**src/rtl/pipeline_ctrl_pkg.sv**
```systemverilog
// Shared definitions for the pipeline stall/flush controller: stall encodings,
// word constants, controller state codes and the stall priority encoder.
package pipeline_ctrl_pkg;

    localparam int INST_ADDR_W = 32;

    localparam logic                   RST_ENABLE = 1'b1;
    localparam logic [INST_ADDR_W-1:0] ZERO_WORD  = '0;

    // Stall vector bits: [0]=pc [1]=if/id [2]=id/ex [3]=ex/mem [4]=mem/wb [5]=wb
    localparam logic [5:0] STALL_NONE = 6'b000000;
    localparam logic [5:0] STALL_ID   = 6'b000111;
    localparam logic [5:0] STALL_EX   = 6'b001111;
    localparam logic [5:0] STALL_MEM  = 6'b011111;

    typedef enum logic {
        CTRL_RUN   = 1'b0,
        CTRL_FLUSH = 1'b1
    } ctrl_state_e;

    // The deepest requesting stage wins, because holding it also has to hold
    // everything upstream of it.
    function automatic logic [5:0] stall_encode(input logic req_id,
                                                input logic req_ex,
                                                input logic req_mem);
        logic [5:0] enc;
        enc = STALL_NONE;
        if (req_mem) begin
            enc = STALL_MEM;
        end else if (req_ex) begin
            enc = STALL_EX;
        end else if (req_id) begin
            enc = STALL_ID;
        end
        return enc;
    endfunction

endpackage

```
**src/rtl/pipeline_ctrl_stall_monitor.sv**
```systemverilog
// Stall statistics: a saturating count of all stalled cycles, plus a
// consecutive-stall counter that raises a sticky timeout on runaway stalls.
module pipeline_ctrl_stall_monitor
    import pipeline_ctrl_pkg::*;
#(
    parameter int CNT_W       = 32,
    parameter int TIMEOUT_CYC = 1024
) (
    input  logic             clk,
    input  logic             rst,
    input  logic             stall_active,
    input  logic             clr,
    output logic [CNT_W-1:0] stall_cycles,
    output logic             stall_timeout
);

    localparam int                CONS_W   = $clog2(TIMEOUT_CYC);
    localparam logic [CONS_W-1:0] CONS_MAX = CONS_W'(TIMEOUT_CYC - 1);

    logic [CNT_W-1:0]  cyc_q,  cyc_d;
    logic [CONS_W-1:0] cons_q, cons_d;
    logic              tmo_q,  tmo_d;

    // Next-state for the total counter (saturating) and the run-length tracker.
    always_comb begin
        cyc_d  = cyc_q;
        cons_d = cons_q;
        tmo_d  = tmo_q;
        if (stall_active && (cyc_q != {CNT_W{1'b1}})) begin
            cyc_d = cyc_q + 1'b1;
        end
        if (clr || !stall_active) begin
            cons_d = '0;
        end else if (cons_q == CONS_MAX) begin
            // Run length has reached the limit and the stall is still present.
            tmo_d = 1'b1;
        end else begin
            cons_d = cons_q + 1'b1;
        end
    end

    // Statistics registers with synchronous reset.
    always_ff @(posedge clk) begin
        if (rst == RST_ENABLE) begin
            cyc_q  <= '0;
            cons_q <= '0;
            tmo_q  <= 1'b0;
        end else begin
            cyc_q  <= cyc_d;
            cons_q <= cons_d;
            tmo_q  <= tmo_d;
        end
    end

    assign stall_cycles  = cyc_q;
    assign stall_timeout = tmo_q;

endmodule

```
**src/rtl/pipeline_ctrl.sv**
```systemverilog
// Central stall/flush controller for the 5-stage pipeline. Encodes stage stall
// requests into a per-register hold vector and sequences exception flushes.
//
//   state      | meaning
//   CTRL_RUN   | normal operation, stall requests honoured, exceptions accepted
//   CTRL_FLUSH | flush held for FLUSH_CYCLES cycles, all requests ignored
module pipeline_ctrl
    import pipeline_ctrl_pkg::*;
#(
    parameter int FLUSH_CYCLES = 1,
    parameter int CNT_W        = 32,
    parameter int TIMEOUT_CYC  = 1024
) (
    input  logic                   clk,
    input  logic                   rst,
    input  logic                   stallreq_id,
    input  logic                   stallreq_ex,
    input  logic                   stallreq_mem,
    input  logic                   excp_req,
    input  logic [INST_ADDR_W-1:0] excp_vector,
    output logic [5:0]             stall,
    output logic                   flush,
    output logic [INST_ADDR_W-1:0] new_pc,
    output logic [CNT_W-1:0]       stall_cycles,
    output logic                   stall_timeout
);

    ctrl_state_e            state_q,  state_d;
    logic                   flush_q,  flush_d;
    logic [INST_ADDR_W-1:0] new_pc_q, new_pc_d;
    logic [3:0]             fcnt_q,   fcnt_d;

    // Stall is only honoured in RUN with no exception pending, and never in reset.
    always_comb begin
        stall = STALL_NONE;
        if ((rst != RST_ENABLE) && (state_q == CTRL_RUN) && !excp_req) begin
            stall = stall_encode(stallreq_id, stallreq_ex, stallreq_mem);
        end
    end

    // Controller next-state: accept an exception in RUN, count down the flush.
    always_comb begin
        state_d  = state_q;
        flush_d  = flush_q;
        new_pc_d = new_pc_q;
        fcnt_d   = fcnt_q;
        case (state_q)
            CTRL_RUN: begin
                if (excp_req) begin
                    state_d  = CTRL_FLUSH;
                    flush_d  = 1'b1;
                    new_pc_d = excp_vector;
                    fcnt_d   = 4'(FLUSH_CYCLES - 1);
                end
            end
            CTRL_FLUSH: begin
                if (fcnt_q == 4'd0) begin
                    state_d = CTRL_RUN;
                    flush_d = 1'b0;
                end else begin
                    fcnt_d = fcnt_q - 4'd1;
                end
            end
            default: begin
                state_d = CTRL_RUN;
                flush_d = 1'b0;
            end
        endcase
    end

    // Controller state and registered outputs; reset drops any flush in progress.
    always_ff @(posedge clk) begin
        if (rst == RST_ENABLE) begin
            state_q  <= CTRL_RUN;
            flush_q  <= 1'b0;
            new_pc_q <= ZERO_WORD;
            fcnt_q   <= 4'd0;
        end else begin
            state_q  <= state_d;
            flush_q  <= flush_d;
            new_pc_q <= new_pc_d;
            fcnt_q   <= fcnt_d;
        end
    end

    assign flush  = flush_q;
    assign new_pc = new_pc_q;

    pipeline_ctrl_stall_monitor #(
        .CNT_W       (CNT_W),
        .TIMEOUT_CYC (TIMEOUT_CYC)
    ) u_stall_monitor (
        .clk           (clk),
        .rst           (rst),
        .stall_active  (|stall),
        .clr           (state_q == CTRL_FLUSH),
        .stall_cycles  (stall_cycles),
        .stall_timeout (stall_timeout)
    );

endmodule
```
**config.mk**
```make
export PLATFORM = sky130hd
export DESIGN_NAME = pipeline_ctrl
export DESIGN_NICKNAME = d
export VERILOG_FILES = /design/src/rtl/pipeline_ctrl_pkg.sv /design/src/rtl/pipeline_ctrl_stall_monitor.sv /design/src/rtl/pipeline_ctrl.sv
export SDC_FILE = /design/constraint.sdc
export NUM_CORES = 1
export LEC_CHECK = 0
export CAP_MARGIN = 20
export CORE_MARGIN = 2
export CORE_UTILIZATION = 45
export DETAILED_ROUTE_END_ITERATION = 8
export PLACE_DENSITY = 0.8
export SKIP_LAST_GASP = 1
export SLEW_MARGIN = 20
export SYNTH_ARGS = -nofsm -noshare
export SYNTH_HDL_FRONTEND = slang
export SYNTH_SLANG_ARGS = --single-unit
```
**constraint.sdc**
```tcl
create_clock -name clk -period 4.24 [get_ports clk]
set_input_delay 0.636 -clock clk [delete_from_list [all_inputs] [get_ports clk]]
set_output_delay 0.636 -clock clk [all_outputs]
set_load 0.05 [all_outputs]
```
# Word-level counts from Yosys, hierarchy flattened
# Cells that the tools add are included.
[totals] ff_bits=81 out_inout_bits=72 elab_cells=44
[classes] n_addsub=3 eq_ne=5 mux=13 bitwise=3 n_reduce_logical=13
[ops] op="$add 32x1->32 const B" count=1
[ops] op="$ne 32x32->1 const B" count=1
[ops] op="$mux 4" count=3
[ops] op="$add 10x1->10 const B" count=1
[ops] op="$eq 10x10->1 const B" count=1
[ops] op="$pmux 4 s2" count=1
[ops] op="$reduce_and 2->1" count=4
[ops] op="$mux 6" count=1
[ops] op="$reduce_or 6->1" count=1
[ops] op="$mux 5" count=1
[ops] op="$logic_not 4->1" count=1
[ops] op="$mux 1" count=4
[ops] op="$ne 2x2->1 const B" count=2
[ops] op="$pmux 1 s2" count=2
[ops] op="$sub 4x1->4 const B" count=1
[ops] op="$logic_and 1x1->1" count=3
[ops] op="$mux 3" count=1
[ops] op="$not 1->1" count=3
[ops] op="$logic_not 1->1" count=2
[ops] op="$ne 2x1->1 const B" count=1
[ops] op="$reduce_or 2->1" count=1
[ops] op="$logic_or 1x1->1" count=1

# Longest topological paths before layout
[depth] depth_word=9 mapped_depth=8 ltp_nobuf=7

# By module
# Synthesis repeated with hierarchy kept, for this count alone.
[hier_totals] cells_unflattened=443 hier_area_um2=3664.8
[by_module_without_submodules] mod="pipeline_ctrl_stall_monitor" n_inst=1 cells_per_inst=261 area_each_um2=2204.6
[by_module_without_submodules] mod="pipeline_ctrl" n_inst=1 cells_per_inst=182 area_each_um2=1460.2

# Worst setup path before layout
# OpenSTA, ideal clock, no wires.
[synth_timing] path_kind="input-to-output" startpoint="input rst" endpoint="output stall[1]" t_arrival_ps=1644 t_required_ps=3604 setup_slack_ps=1960 stages=5 path_buffers=2 cell_sequence="nor3_2 nand2b_1 inv_2 buf_2 buf_4"
[synth_via] elab_chain_len=4
[synth_rtl] element="start, declared" line="pipeline_ctrl.sv:15" text="input logic rst,"
[synth_rtl] element="$not 1->1" line="pipeline_ctrl.sv:36" text="if ((rst != RST_ENABLE) && (state_q == CTRL_RUN) && !excp_req) begin"
[synth_rtl] element="$logic_and 1x1->1 (2 in series)" line="pipeline_ctrl.sv:36"
[synth_rtl] element="$mux 6" line="pipeline_ctrl.sv:36"
[synth_rtl] element="end, declared" line="pipeline_ctrl.sv:21" text="output logic [5:0] stall,"
# Every way passes these cells.

# Worst setup path in the final report
[layout_timing] startpoint="input excp_req" endpoint="output stall[1]"
[layout_via] elab_chain_len=3
[layout_rtl] element="start, declared" line="pipeline_ctrl.sv:19" text="input logic excp_req,"
[layout_rtl] element="$logic_not 1->1" line="pipeline_ctrl.sv:36"
[layout_rtl] element="$logic_and 1x1->1" line="pipeline_ctrl.sv:36"
[layout_rtl] element="$mux 6" line="pipeline_ctrl.sv:36"
# Every way passes these cells.

==> results.tsv <==
stage	metric	value	unit
status	status	complete, no violations	
clock_network	cts.sinks	81	
yosys	synth_warnings	0	
yosys	ys_top_cells_by_count	nand2_1, dfxtp_1, a21oi_1	
yosys	async_flop_share	0	%
clock_network	cts_tree	built	
global_route	grt_max_degree	69	
final_layout	fin_util	63.5	%
yosys	synth_seq_cells	81	
yosys	synth.avg_cell_area	8.36	um2
clock_network	h-tree-depth	3	
yosys	synth_area_leaders	dfxtp_1, nand2_1, a21oi_1	
clock_network	insertion_delay	0.34	ns
worst_setup_path	worst_setup_path_start_kind	input port	
sta	finalMaxSlewViolations	0	
clock_network	cts_hold_buf	0	
placed_design	gp_congestion	0.814	
sta	max_slew_margin	46.8	%
sta	finalClockSkew	0.0111	ns
sta	min_period	3.21	ns
global_route	overflow	0	
sta	setup_viol	0	
yosys	synth_top_area_share	44.9	%
die	fp.coreArea	7770	um2
final_layout	drive_gt1_share	7.68	%
sta	grt_setup_unrepaired	no	
die	fp-row-count	32	
final_layout	final_nets	571	
global_route	grtUsageMet2	35.3	%
placed_design	portBuffers	108	
routing	drtIter0Drc	197	
global_route	groute.usage.overall	20.9	%
die	die_w	93.6	um
yosys	synth_nets	474	
min_path	worstHoldPathType	reg2reg	
clock_network	cts_root_buf	clkbuf_8	
final_layout	areaGrowthSynthToFinish	36.6	%
worst_setup_path	crit_fanout	14	
min_path	hold_depth	2	
final_layout	final_area	4930	um2
global_route	grtUsageMet3	4.51	%
worst_setup_path	path_class	in2out	
die	die_area	8760	um2
routing	avgViaCountPerCell	5.47	
sta	fin_crit_sh	75.7	%
global_route	grt_pass1_vias	3260	
yosys	synth_ff_type	dfxtp_1	
routing	drc	0	
routing	via_count	3478	
clock_network	clock_path_buffers	2	
routing	drt.antenna.violating_nets	0	
worst_setup_path	critPathArrivalTime	2.57	ns
routing	wirelength	9.00	mm
worst_setup_path	cp-end-kind	output pin	
yosys	synth_most_common_cell	nand2_1	
routing	drt_first_pass_iters	4	
clock_network	post_cts_buffers	0	
power	irDropWorstVdd	0.200	mV
worst_setup_path	r2r_slack	1.93	ns
worst_setup_path	crit_required	3.60	ns
yosys	yosys.area.top_type	dfxtp_1	
worst_setup_path	rr_worst_depth	6	
die	ioPinCount	110	
yosys	yosysSeqAreaShare	44.9	%
clock_network	path_clk_slew	0.08	ns
global_route	busiest_layer	met2	
routing	wl_per_cell	14.1	um
yosys	synth_edf_count	0	
clock_network	cts_buffers	9	
sta	tightestPinTransition	0.791	ns
die	initial_core_util	46.5	%
sta	fin_hold_ws	0.456	ns
clock_network	postCtsResizedCells	0	
global_route	antenna_found_initial	0	
sta	hold_viol	0	
final_layout	antenna_cells	0	
global_route	use_met1	25.7	%
yosys	synth.distinct_cells	56	
sta	fmax	312	MHz
die	die_height	93.6	um
sta	tns	0	ns
power	pwr_density_cell	329	nW/um2
power	p_leak	1.68	nW
global_route	grt_pass1_wl	14.8	mm
placed_design	dpl.hpwl	6.37	mm
final_layout	fillers	718	
yosys	synthCells	432	
yosys	syn-cell-area	3610	um2
placed_design	place_area	4720	um2
flow_run	maxCapViolations	0	
==> state kept, by name, summed over array words and instances, names as in the netlist <==
register / count
fcnt_q: 4
new_pc: 32
u_stall_monitor.stall_timeout: 1
u_stall_monitor.stall_cycles: 32
u_stall_monitor.cons_q: 10
flush: 1
state_q: 1
==> layout by cell type, fill, tap and decap left out, types with 10 or more instances in the layout <==
cell               n
clkdlybuf4s50_1  107
nand4_1           21
dfxtp_1           81
or4_1             12
o31ai_1           10
clkbuf_8          11
nand3_1           12
nor2_1            22
a21oi_1           53
or3_1             10
nand2_1           83
==> final cells by class <==
class / count / area (um2) / share of cell area [%]
Clock buffer: 11 / 151 / 3.07
Clock inverter: 5 / 62.6 / 1.27
Inverter: 7 / 26.3 / 0.533
Multi-Input combinational cell: 317 / 1830 / 37.1
Sequential cell: 81 / 1620 / 32.9
Tap cell: 102 / 128 / 2.59
Timing Repair Buffer: 113 / 1110 / 22.6
==> critical path, cell delays in order <==
cell	delay [ns]
clkdlybuf4s50_1	0.46
nor3_2	0.23
nand2b_1	0.13
inv_2	0.24
clkdlybuf4s50_1	0.87
==> worst paths after layout <==
path | startpoint | to
worst max-delay path | excp_req | stall[1]
worst min-delay path | new_pc[25] | new_pc[25]
worst min register to register | new_pc[25] | new_pc[25]
worst max register to register | u_stall_monitor.stall_cycles[13] | u_stall_monitor.stall_cycles[2]
==> layer usage <==
metal | vias up | share of wire [%] | wire length [um]
met2 | 79 | 49 | 4420
met3 | 14 | 5.1 | 463
li1 | 1749 | - | -
met5 | - | 0 | 0
met1 | 1636 | 44 | 3970
met4 | 0 | 1.6 | 141
==> logic make-up after synthesis <==
group / Yosys count / synth area share, %
compound gates: 96 / 15.9
xor+xnor: 9 / 2.18
fa+ha+maj: 4 / 1.39
buf+inv: 34 / 4.50
flops: 81 / 44.9
mux: 6 / 1.77
other cells: 1 / 0.104
simple gates: 201 / 29.2
==> per-stage QoR <==
step | setup WS (ns) | total power (W) | instances
floorplan | 1.96 | 0.000951 | 432
finish | 1.03 | 0.00162 | 636
global placement | 1.02 | 0.00104 | 620
global route | 0.928 | 0.00168 | 636
CTS | 1.00 | 0.00164 | 636
detailed placement | 1.01 | 0.00104 | 620
==> report_power, final <==
group / switching (W) / internal [W] / total (W)
registers: 0.0000122 / 0.000782 / 0.000794
clock network: 0.000288 / 0.000308 / 0.000596
logic: 0.000145 / 0.0000861 / 0.000231
total: 0.000445 / 0.00118 / 0.00162
No activity file was read; power rests on OpenSTA's default activity.
